--- src/rtl/jtvigil_snd_ctrl.sv ---
// Sound CPU glue: sound latch, IM0 interrupt vector, sample-ROM fetcher with a one-byte
// prefetch buffer, DAC register and an optional periodic NMI.
// Build option: define JTVIGIL_SNDNMI_EN to build the NMI counter; otherwise nmi_n is tied high.
// SAW must be in 9..16: the high address byte supplies rom_addr[SAW-1:8] from snd_dout[SAW-9:0].
module jtvigil_snd_ctrl #(
  parameter int unsigned NMI_DIV = 128,
  parameter int unsigned SAW     = 16
) (
  input  logic           clk,
  input  logic           rst,
  input  logic           latch_wr,
  input  logic [7:0]     main_dout,
  output logic [7:0]     snd_latch,
  input  logic           ack_wr,
  input  logic           ym_irq_n,
  output logic           int_n,
  output logic [7:0]     int_vec,
  input  logic           addr_lo_wr,
  input  logic           addr_hi_wr,
  input  logic           dac_wr,
  input  logic [7:0]     snd_dout,
  input  logic           smp_rd,
  output logic [7:0]     smp_dout,
  output logic           smp_busy,
  output logic [SAW-1:0] rom_addr,
  output logic           rom_cs,
  input  logic [7:0]     rom_data,
  input  logic           rom_ok,
  output logic [7:0]     dac,
  input  logic           nmi_cen,
  output logic           nmi_n
);

  typedef enum logic [1:0] {StIdle, StFetch, StValid} fetch_e;

  logic           r_latch_wr_l, r_ack_wr_l, r_lo_wr_l, r_hi_wr_l, r_dac_wr_l, r_smp_rd_l;
  logic           w_latch_rise, w_ack_rise, w_lo_rise, w_hi_rise, w_dac_rise, w_rd_rise;
  logic           r_latch_pend;
  logic           w_ym_pend;
  logic [7:0]     r_snd_latch, r_int_vec, r_dac, r_smp_dout;
  logic           r_int_n;
  logic [SAW-1:0] r_rom_addr;
  logic           r_ok_q;
  fetch_e         r_st, w_st_nxt;
  logic           w_addr_wr, w_rd_inc, w_capture;

  assign w_latch_rise = latch_wr   & ~r_latch_wr_l;
  assign w_ack_rise   = ack_wr     & ~r_ack_wr_l;
  assign w_lo_rise    = addr_lo_wr & ~r_lo_wr_l;
  assign w_hi_rise    = addr_hi_wr & ~r_hi_wr_l;
  assign w_dac_rise   = dac_wr     & ~r_dac_wr_l;
  assign w_rd_rise    = smp_rd     & ~r_smp_rd_l;
  assign w_ym_pend    = ~ym_irq_n;

  // Strobe history for rising-edge detection
  always_ff @(posedge clk or posedge rst) begin
    if (rst) begin
      r_latch_wr_l <= 1'b0;
      r_ack_wr_l   <= 1'b0;
      r_lo_wr_l    <= 1'b0;
      r_hi_wr_l    <= 1'b0;
      r_dac_wr_l   <= 1'b0;
      r_smp_rd_l   <= 1'b0;
    end else begin
      r_latch_wr_l <= latch_wr;
      r_ack_wr_l   <= ack_wr;
      r_lo_wr_l    <= addr_lo_wr;
      r_hi_wr_l    <= addr_hi_wr;
      r_dac_wr_l   <= dac_wr;
      r_smp_rd_l   <= smp_rd;
    end
  end

  // Sound latch, pending flag and registered interrupt request/vector
  always_ff @(posedge clk or posedge rst) begin
    if (rst) begin
      r_snd_latch  <= 8'h00;
      r_latch_pend <= 1'b0;
      r_int_n      <= 1'b1;
      r_int_vec    <= 8'hFF;
    end else begin
      if (w_latch_rise) begin
        r_snd_latch  <= main_dout;
        r_latch_pend <= 1'b1;      // a new write wins over a simultaneous ack
      end else if (w_ack_rise) begin
        r_latch_pend <= 1'b0;
      end
      r_int_n   <= ~(r_latch_pend | w_ym_pend);
      r_int_vec <= 8'hFF & ~{2'b00, r_latch_pend, w_ym_pend, 4'h0};
    end
  end

  // DAC register
  always_ff @(posedge clk or posedge rst) begin
    if (rst) begin
      r_dac <= 8'h80;
    end else if (w_dac_rise) begin
      r_dac <= snd_dout;
    end
  end

  assign w_addr_wr = w_lo_rise | w_hi_rise;
  assign w_rd_inc  = (r_st == StValid) & w_rd_rise & ~w_addr_wr;
  // rom_ok must be seen on two edges after the address settled, so a stale ok is never taken
  assign w_capture = (r_st == StFetch) & ~w_addr_wr & rom_ok & r_ok_q;

  // Fetch FSM next state; an address write always (re)starts a fetch
  always_comb begin
    w_st_nxt = r_st;
    if (w_addr_wr) begin
      w_st_nxt = StFetch;
    end else begin
      unique case (r_st)
        StFetch: if (w_capture) w_st_nxt = StValid;
        StValid: if (w_rd_inc)  w_st_nxt = StFetch;
        default: w_st_nxt = r_st;
      endcase
    end
  end

  // Fetch FSM state register
  always_ff @(posedge clk or posedge rst) begin
    if (rst) r_st <= StIdle;
    else     r_st <= w_st_nxt;
  end

  // Sample address counter, rom_ok qualifier and prefetch buffer
  always_ff @(posedge clk or posedge rst) begin
    if (rst) begin
      r_rom_addr <= '0;
      r_ok_q     <= 1'b0;
      r_smp_dout <= 8'hFF;
    end else begin
      if (w_addr_wr) begin
        if (w_lo_rise) r_rom_addr[7:0]     <= snd_dout;
        if (w_hi_rise) r_rom_addr[SAW-1:8] <= snd_dout[SAW-9:0];
      end else if (w_rd_inc) begin
        r_rom_addr <= r_rom_addr + {{(SAW-1){1'b0}}, 1'b1};
      end
      r_ok_q <= (w_addr_wr | w_rd_inc) ? 1'b0 : rom_ok;
      if (w_capture) r_smp_dout <= rom_data;
    end
  end

`ifdef JTVIGIL_SNDNMI_EN
  localparam int unsigned CW = (NMI_DIV > 2) ? $clog2(NMI_DIV) : 1;
  localparam logic [CW-1:0] CntLast = CW'(NMI_DIV - 1);

  logic [CW-1:0] r_nmi_cnt;
  logic          r_nmi_n;

  // NMI timebase: one-clock low pulse each time the counter wraps
  always_ff @(posedge clk or posedge rst) begin
    if (rst) begin
      r_nmi_cnt <= '0;
      r_nmi_n   <= 1'b1;
    end else begin
      r_nmi_n <= 1'b1;
      if (nmi_cen) begin
        if (r_nmi_cnt == CntLast) begin
          r_nmi_cnt <= '0;
          r_nmi_n   <= 1'b0;
        end else begin
          r_nmi_cnt <= r_nmi_cnt + {{(CW-1){1'b0}}, 1'b1};
        end
      end
    end
  end

  assign nmi_n = r_nmi_n;
`else
  logic w_unused_nmi;
  assign w_unused_nmi = nmi_cen ^ NMI_DIV[0];
  assign nmi_n        = 1'b1;
`endif

  assign snd_latch = r_snd_latch;
  assign int_n     = r_int_n;
  assign int_vec   = r_int_vec;
  assign dac       = r_dac;
  assign rom_addr  = r_rom_addr;
  assign smp_dout  = r_smp_dout;
  assign rom_cs    = (r_st == StFetch);
  assign smp_busy  = (r_st != StValid);

endmodule

--- config.mk ---
export PLATFORM = sky130hd
export DESIGN_NAME = jtvigil_snd_ctrl
export DESIGN_NICKNAME = d
export VERILOG_FILES = /design/src/rtl/jtvigil_snd_ctrl.sv
export SDC_FILE = /design/constraint.sdc
export NUM_CORES = 1
export LEC_CHECK = 0
export CAP_MARGIN = 25
export CORE_ASPECT_RATIO = 1.1
export CORE_MARGIN = 4
export CORE_UTILIZATION = 29
export DETAILED_ROUTE_END_ITERATION = 10
export PLACE_DENSITY_LB_ADDON = 0.08
export SLEW_MARGIN = 5
export SYNTH_ARGS = -nofsm -noshare
export SYNTH_HDL_FRONTEND = slang
export SYNTH_SLANG_ARGS = --single-unit
--- constraint.sdc ---
create_clock -name clk -period 1.9 [get_ports clk]
set_clock_uncertainty 0.1 [all_clocks]
set_input_delay 0.38 -clock clk [delete_from_list [all_inputs] [get_ports clk]]
set_output_delay 0.38 -clock clk [all_outputs]
set_load 0.05 [all_outputs]
==> results of run 1 <==
power groups by stage:
stage / clock network, mW / logic (mW) / registers, mW
5_1_grt: 0.885 / 1.65 / 1.53
6_report: 0.805 / 1.57 / 1.50
4_1_cts: 0.839 / 1.57 / 1.51
3_3_place_gp: 0 / 1.56 / 1.52
2_1_floorplan: 0 / 0.328 / 2.06
3_5_place_dp: 0 / 1.57 / 1.52
sequential cells by signal, summed over array words and instances (netlist names), 2 cells and up:
register,count
dac,8
smp_dout,8
r_st,2
snd_latch,8
int_vec,2
rom_addr,16
metrics by stage:
step                      hold slack (ns)  power (mW)  utilization, %  std cells  cell area [um2]
after floorplan                    0.2829       2.392               -        215             2441
after global placement             0.3099       3.086           44.29        415             3542
after detailed placement           0.3147       3.093           44.29        415             3542
after CTS                          0.2875       3.917           45.74        423             3659
after global routing               0.2246       4.070           46.06        425             3684
final                              0.2211       3.875           46.06        425             3684
worst max path at each step:
stage / from / end / cells past startpoint
2_1_floorplan: rom_addr[5] / rom_addr[15] / 4
3_3_place_gp: smp_rd / rom_addr[15] / 5
3_5_place_dp: smp_rd / rom_addr[15] / 5
4_1_cts: addr_lo_wr / rom_addr[15] / 5
5_1_grt: rom_addr[1] / rom_addr[15] / 4
6_report: rom_addr[7] / rom_addr[15] / 4
cells in the mapped netlist, drive strengths merged, types with 3 or more instances:
cell     n
nand4    4
nor2    10
nand3    8
o21ai   11
dfstp   12
a21oi    9
or3      3
nor2b    4
clkbuf   8
nand2   10
buf      7
a31oi    6
inv      7
a311oi   3
nand2b   6
nor4     4
dfrtp   41
xnor2    3
mux2    24
layout make-up:
class	instances	area [um2]	area share [%]
timing repair buffer	109	1065	28.91
multi-input combinational	140	991.0	26.90
sequential	53	1351	36.68
clock buffer	5	68.82	1.868
tap	108	135.1	3.668
inverter	7	26.28	0.7133
clock inverter	3	46.29	1.257
metal layers:
layer / wire length, um / up-vias / GRT usage [%]
met4: 125 / 0 / 4.639
li1: - / 964 / -
met2: 3112 / 85 / 22.07
met1: 2844 / 979 / 18.34
met5: 0 / - / 0
met3: 570 / 10 / 5.076
critical path: cells and delay by family, from the launching register on:
family	cells	cell delay, ns
simple gates	3	1.17
flops	1	0.41
compound gates	1	0.13
timing repair:
| item | 4_1_cts | 5_1_grt |
|---|---|---|
| hold buffers | 0 | 0 |
| pin swaps | 1 | 6 |
| endpoints found under the setup margin | 5 | 3 |
| gates cloned | 0 | 0 |
| resized for setup | 2 | 3 |
| hold endpoints to repair | 0 | 0 |
| buffers inserted | 0 | 2 |
cells by family (layout without fill, tap and decap cells):
group / Yosys count / in the layout
other: 1 / 7
xor gates and xnor gates: 3 / 3
muxes: 24 / 24
AOI/OAI and AO/OA: 44 / 44
adders and majority gates: 1 / 1
buffers and inverters: 22 / 124
and+or+nand+nor: 61 / 61
DFF: 53 / 53
==> flow_metrics.tcl, run 1 <==
set metrics [dict create \
    status "complete, no violations" \
    first_pass_iters 4 \
    fillCellCount 786 \
    route.detailed.drc 0 \
    synth-simple-area-share_pct 14.67 \
    synth_compound_area_share_pct 12.02 \
    io_buffers 78 \
    ys_warn_count 0 \
    synthMuxAreaShare_pct 11.24 \
    clock_path_buffers 2 \
    maxSlewViolCount 0 \
    globalplace.congestion 0.8021 \
    ff2ff_path_depth 4 \
    power.switching_mw 1.466 \
    fin_nets 352 \
    rrSetupSlack_ns 0.03 \
    ys_types 42 \
    setup_tns_ns 0 \
    cts-htree-levels 2 \
    cp.arrival_ns 2.01 \
    synth_adder_area_share_pct 0.5203 \
    hold_start "addr_lo_wr" \
    antenna_found_initial 0 \
    power_frac_seq_pct 38.8 \
    p_leak_nw 1.562 \
    final.period_utilization_pct 98.40 \
    crit_path_max_fanout 6 \
    synth_xor_area_share_pct 1.093 \
    cp_cell_sequence "nand4_1 -> or4_4 -> or4_1 -> a31oi_1" \
    r2r-end "rom_addr[15]" \
    finalHoldViolations 0 \
    finalSetupViolCount 0 \
    syn_area_um2 2405 \
    grt-ovfl-total 0 \
    p_int_mw 2.409 \
    synth.ff_latch_count 53 \
    min_to "r_lo_wr_l" \
    core_area_um2 7998 \
    grt_pass1_wl_um 11040 \
    wl_per_cell_um 15.65 \
    post-place-ws_ns -0.4564 \
    syn-instance-count 209 \
    maxCapViolations 0 \
    synth_top_family_by_area "simple AND/OR/NAND/NOR gates" \
    dieArea_um2 9815 \
    critPathCaptureType "flip-flop" \
    ir_drop_mv 0.5889 \
    powerDensity_nw_per_um2 1052 \
    ant_nets 0 \
    comb_power_share_pct 40.4 \
    drive_above_1_share_pct 42.90 \
    ys_async_sr_fraction_pct 100.0 \
    drt_iter0_markers 103 \
    rsz0062_at_grt "yes" \
    power_frac_clock_pct 20.8 \
    pin_count 87 \
    yosys-top-cells-area "dfrtp_1, dfstp_2, mux2_2, o21ai_0, buf_4" \
    synth-main-ff-cell "dfrtp_1" \
    vias_per_cell 4.795 \
    clk_pin_slew_ns 0.10 \
    max_freq_mhz 534.9 \
    die_w_um 94.83 \
    clkLatencyLatePin_ns 0.32 \
    grt_max_degree 54 \
    yosys.area.top_type "dfrtp_1" \
    cts_buffers 5 \
    first_global_vias 2125 \
    critical_path.max_stage_delay_ns 0.58 \
    layout_common_cells "buf_4, dfrtp_1, clkdlybuf4s50_1" \
    timing.rr.start "rom_addr[7]" \
    gr-usage-all-layers_pct 14.23 \
    wirelength_um 6652 \
    worstSetupStartpointType "flip-flop" \
    cp_slowest_cell "or4_4" \
    die_y_um 103.5 \
    post-route-min-period_ns 1.870 \
    hp-class "in2reg" \
    final_common_cell "buf_4" \
    holdPathStages 2 \
    dp_hpwl_um 4920 \
    post_synth.cell_area_avg_um2 11.51 \
    clock_sinks 53 \
    cts_root_buf "clkbuf_8" \
    start_util_pct 30.07 \
    seq_area_frac_synth_pct 55.78 \
    synth_top_area_share_pct 42.66 \
    cts_tree "done" \
    rows 34 \
    worstSetupPathType "reg2reg" \
    area_growth_pct 53.17 \
    n_antenna_cell 0 \
    critPathRequiredTime_ns 2.04 \
    synth_edf_count 0 \
    swShare_pct 37.83 \
    vias 2038 \
    setup_ws_ns 0.03043 \
]
Power figures use the tool's default switching activity.
==> inputs of run 2 (changes only) <==
- CELL_PAD_IN_SITES_DETAIL_PLACEMENT: unset -> 0
- CELL_PAD_IN_SITES_GLOBAL_PLACEMENT: unset -> 2
- CORE_UTILIZATION: 29 -> 25
- TNS_END_PERCENT: unset -> 50
- clock period: 1.9 -> 1.7 ns (I/O delays scaled with it)
==> run 2 against run 1 <==
Against the previous run: the flow now finishes with violations (negative setup slack); utilization rose by 0.40 points; sequential power rose by 13%; first-iteration DRC count fell by 39%; setup slack got worse by 0.18 ns; die area rose by 15%; total power rose by 27%; clock power rose by 32%; flip-flop and latch count did not move; final area rose by 18%; largest cell class is now non-clock buffers.
==> flow_metrics.tcl, run 2 (synthesis gave the netlist of run 1 again) <==
set metrics [dict create \
    status "finished, violations left" \
    violations "negative setup slack" \
    pin_count 87 \
    vias 2135 \
    globalplace.congestion 0.7543 \
    ant_nets 0 \
    hp-class "in2reg" \
    power_frac_seq_pct 34.7 \
    clock_path_buffers 2 \
    multi_input_area_um2 1099 \
    p_leak_nw 1.838 \
    layout_common_cells "buf_4, buf_12, dfrtp_1, clkdlybuf4s50_1, mux2_2" \
    final.period_utilization_pct 109.0 \
    placed_cells 443 \
    cts-hold-fix-buffers 0 \
    n_antenna_cell 0 \
    die_y_um 110.9 \
    critPathBufInv 0 \
    cp_cell_sequence "nand4_1 -> or4_4 -> or4_1 -> a31oi_1" \
    cp.arrival_ns 1.99 \
    antenna_found_initial 0 \
    first_global_vias 2281 \
    route.detailed.drc 0 \
    worstSetupStartpointType "flip-flop" \
    critPathCaptureType "flip-flop" \
    cts-htree-levels 2 \
    critPathTopFamily "simple AND/OR/NAND/NOR gates" \
    final_common_cell "buf_4" \
    power.switching_mw 1.744 \
    fillCellCount 879 \
    power_frac_clock_pct 21.6 \
    wirelength_um 7549 \
    largest_register_ffs 16 \
    setup_tns_ns -0.5989 \
    fin_nets 373 \
    dp_hpwl_um 5904 \
    cts_tree "done" \
    io_buffers 78 \
    core_area_um2 9351 \
    rows 37 \
    fin_area_um2 4344 \
    start_util_pct 25.72 \
    maxCapViolations 0 \
    clk_pin_slew_ns 0.11 \
    swShare_pct 35.54 \
    comb_power_share_pct 43.7 \
    post-route-min-period_ns 1.852 \
    grt-ovfl-total 0 \
    crit_path_max_fanout 6 \
    area_growth_pct 80.65 \
    fin_cells 455 \
    clock_sinks 53 \
    dieArea_um2 11250 \
    first_pass_iters 4 \
    gr-usage-all-layers_pct 13.91 \
    grt_max_degree 26 \
    cp_slowest_cell "or4_4" \
    vias_per_cell 4.692 \
    maxSlewViolCount 0 \
    critical_path.max_stage_delay_ns 0.60 \
    regArea_um2 1354 \
    grt_pass1_wl_um 12240 \
    cts_buffers 5 \
    powerDensity_nw_per_um2 1130 \
    setup_ws_ns -0.1523 \
    wl_per_cell_um 16.59 \
    max_freq_mhz 539.9 \
    cts_root_buf "clkbuf_8" \
    ir_drop_mv 0.7954 \
    clkLatencyLatePin_ns 0.31 \
    rsz0062_at_grt "yes" \
    worstSetupPathType "reg2reg" \
    drive_above_1_share_pct 49.70 \
    critPathRequiredTime_ns 1.84 \
    postPlaceCellArea_um2 4051 \
    drt_iter0_markers 63 \
    p_total_mw 4.907 \
    finalSetupViolCount 14 \
    p_int_mw 3.163 \
    finalHoldViolations 0 \
    die_w_um 101.5 \
]
run 2: worst paths after layout:
path | slack [ns] | cells after the start | startpoint | endpoint
max in group asynchronous | 0.84 | 3 | rst | smp_dout[7]
min | 0.08 | 1 | addr_lo_wr | r_lo_wr_l
min reg2reg | 0.33 | 1 | r_latch_pend | int_vec[5]
min in group asynchronous | 0.19 | 2 | rst | snd_latch[2]
max reg2reg | -0.15 | 4 | rom_addr[1] | rom_addr[15]
max | -0.15 | 4 | rom_addr[1] | rom_addr[15]
run 2: metrics by stage:
| stage | setup WS (ns) | hold WS, ns | util [%] |
|---|---|---|---|
| floorplan | -0.2295 | 0.2445 | - |
| detailed placement | -0.6193 | 0.3223 | 43.32 |
| CTS | -0.2247 | 0.1903 | 45.52 |
| global route | -0.2214 | 0.09706 | 46.45 |
| finish | -0.1523 | 0.07978 | 46.45 |
| global placement | -0.6221 | 0.3083 | 43.32 |
run 2: area by class of cell:
cell class / count / area share (%)
sequential: 53 / 31.16
timing repair buffer: 130 / 36.32
multi-input combinational: 140 / 25.29
clock buffer: 5 / 1.584
inverter: 7 / 0.6912
clock inverter: 3 / 1.584
tap: 117 / 3.370
run 2: timing repair:
action / 4_1_cts / 5_1_grt
pin swaps: 7 / 10
endpoints found under the setup margin: 19 / 23
gates cloned: 0 / 0
resized for setup: 12 / 20
setup buffers: 1 / 5
hold endpoints to repair: 0 / 0
run 2: power by group through the flow:
stage | Combinational [mW] | Clock [mW] | Sequential (mW)
global placement | 2.09 | 0 | 1.71
finish | 2.15 | 1.06 | 1.70
CTS | 2.12 | 1.10 | 1.70
detailed placement | 2.09 | 0 | 1.72
global route | 2.25 | 1.14 | 1.73
floorplan | 0.379 | 0 | 2.31
run 2: metal layers:
layer / GRT usage [%] / vias up / part of all wire (%)
li1: - / 999 / -
met1: 18.29 / 1048 / 42
met2: 21.34 / 77 / 48
met3: 4.846 / 11 / 8.1
met4: 4.255 / 0 / 2.0
met5: 0 / - / 0
run 2: worst register-to-register path, cell delays in order, from the launching register on:
cell and delay (ns):
dfrtp_2 0.40, nand4_1 0.14, or4_4 0.60, or4_1 0.42
a31oi_1 0.13
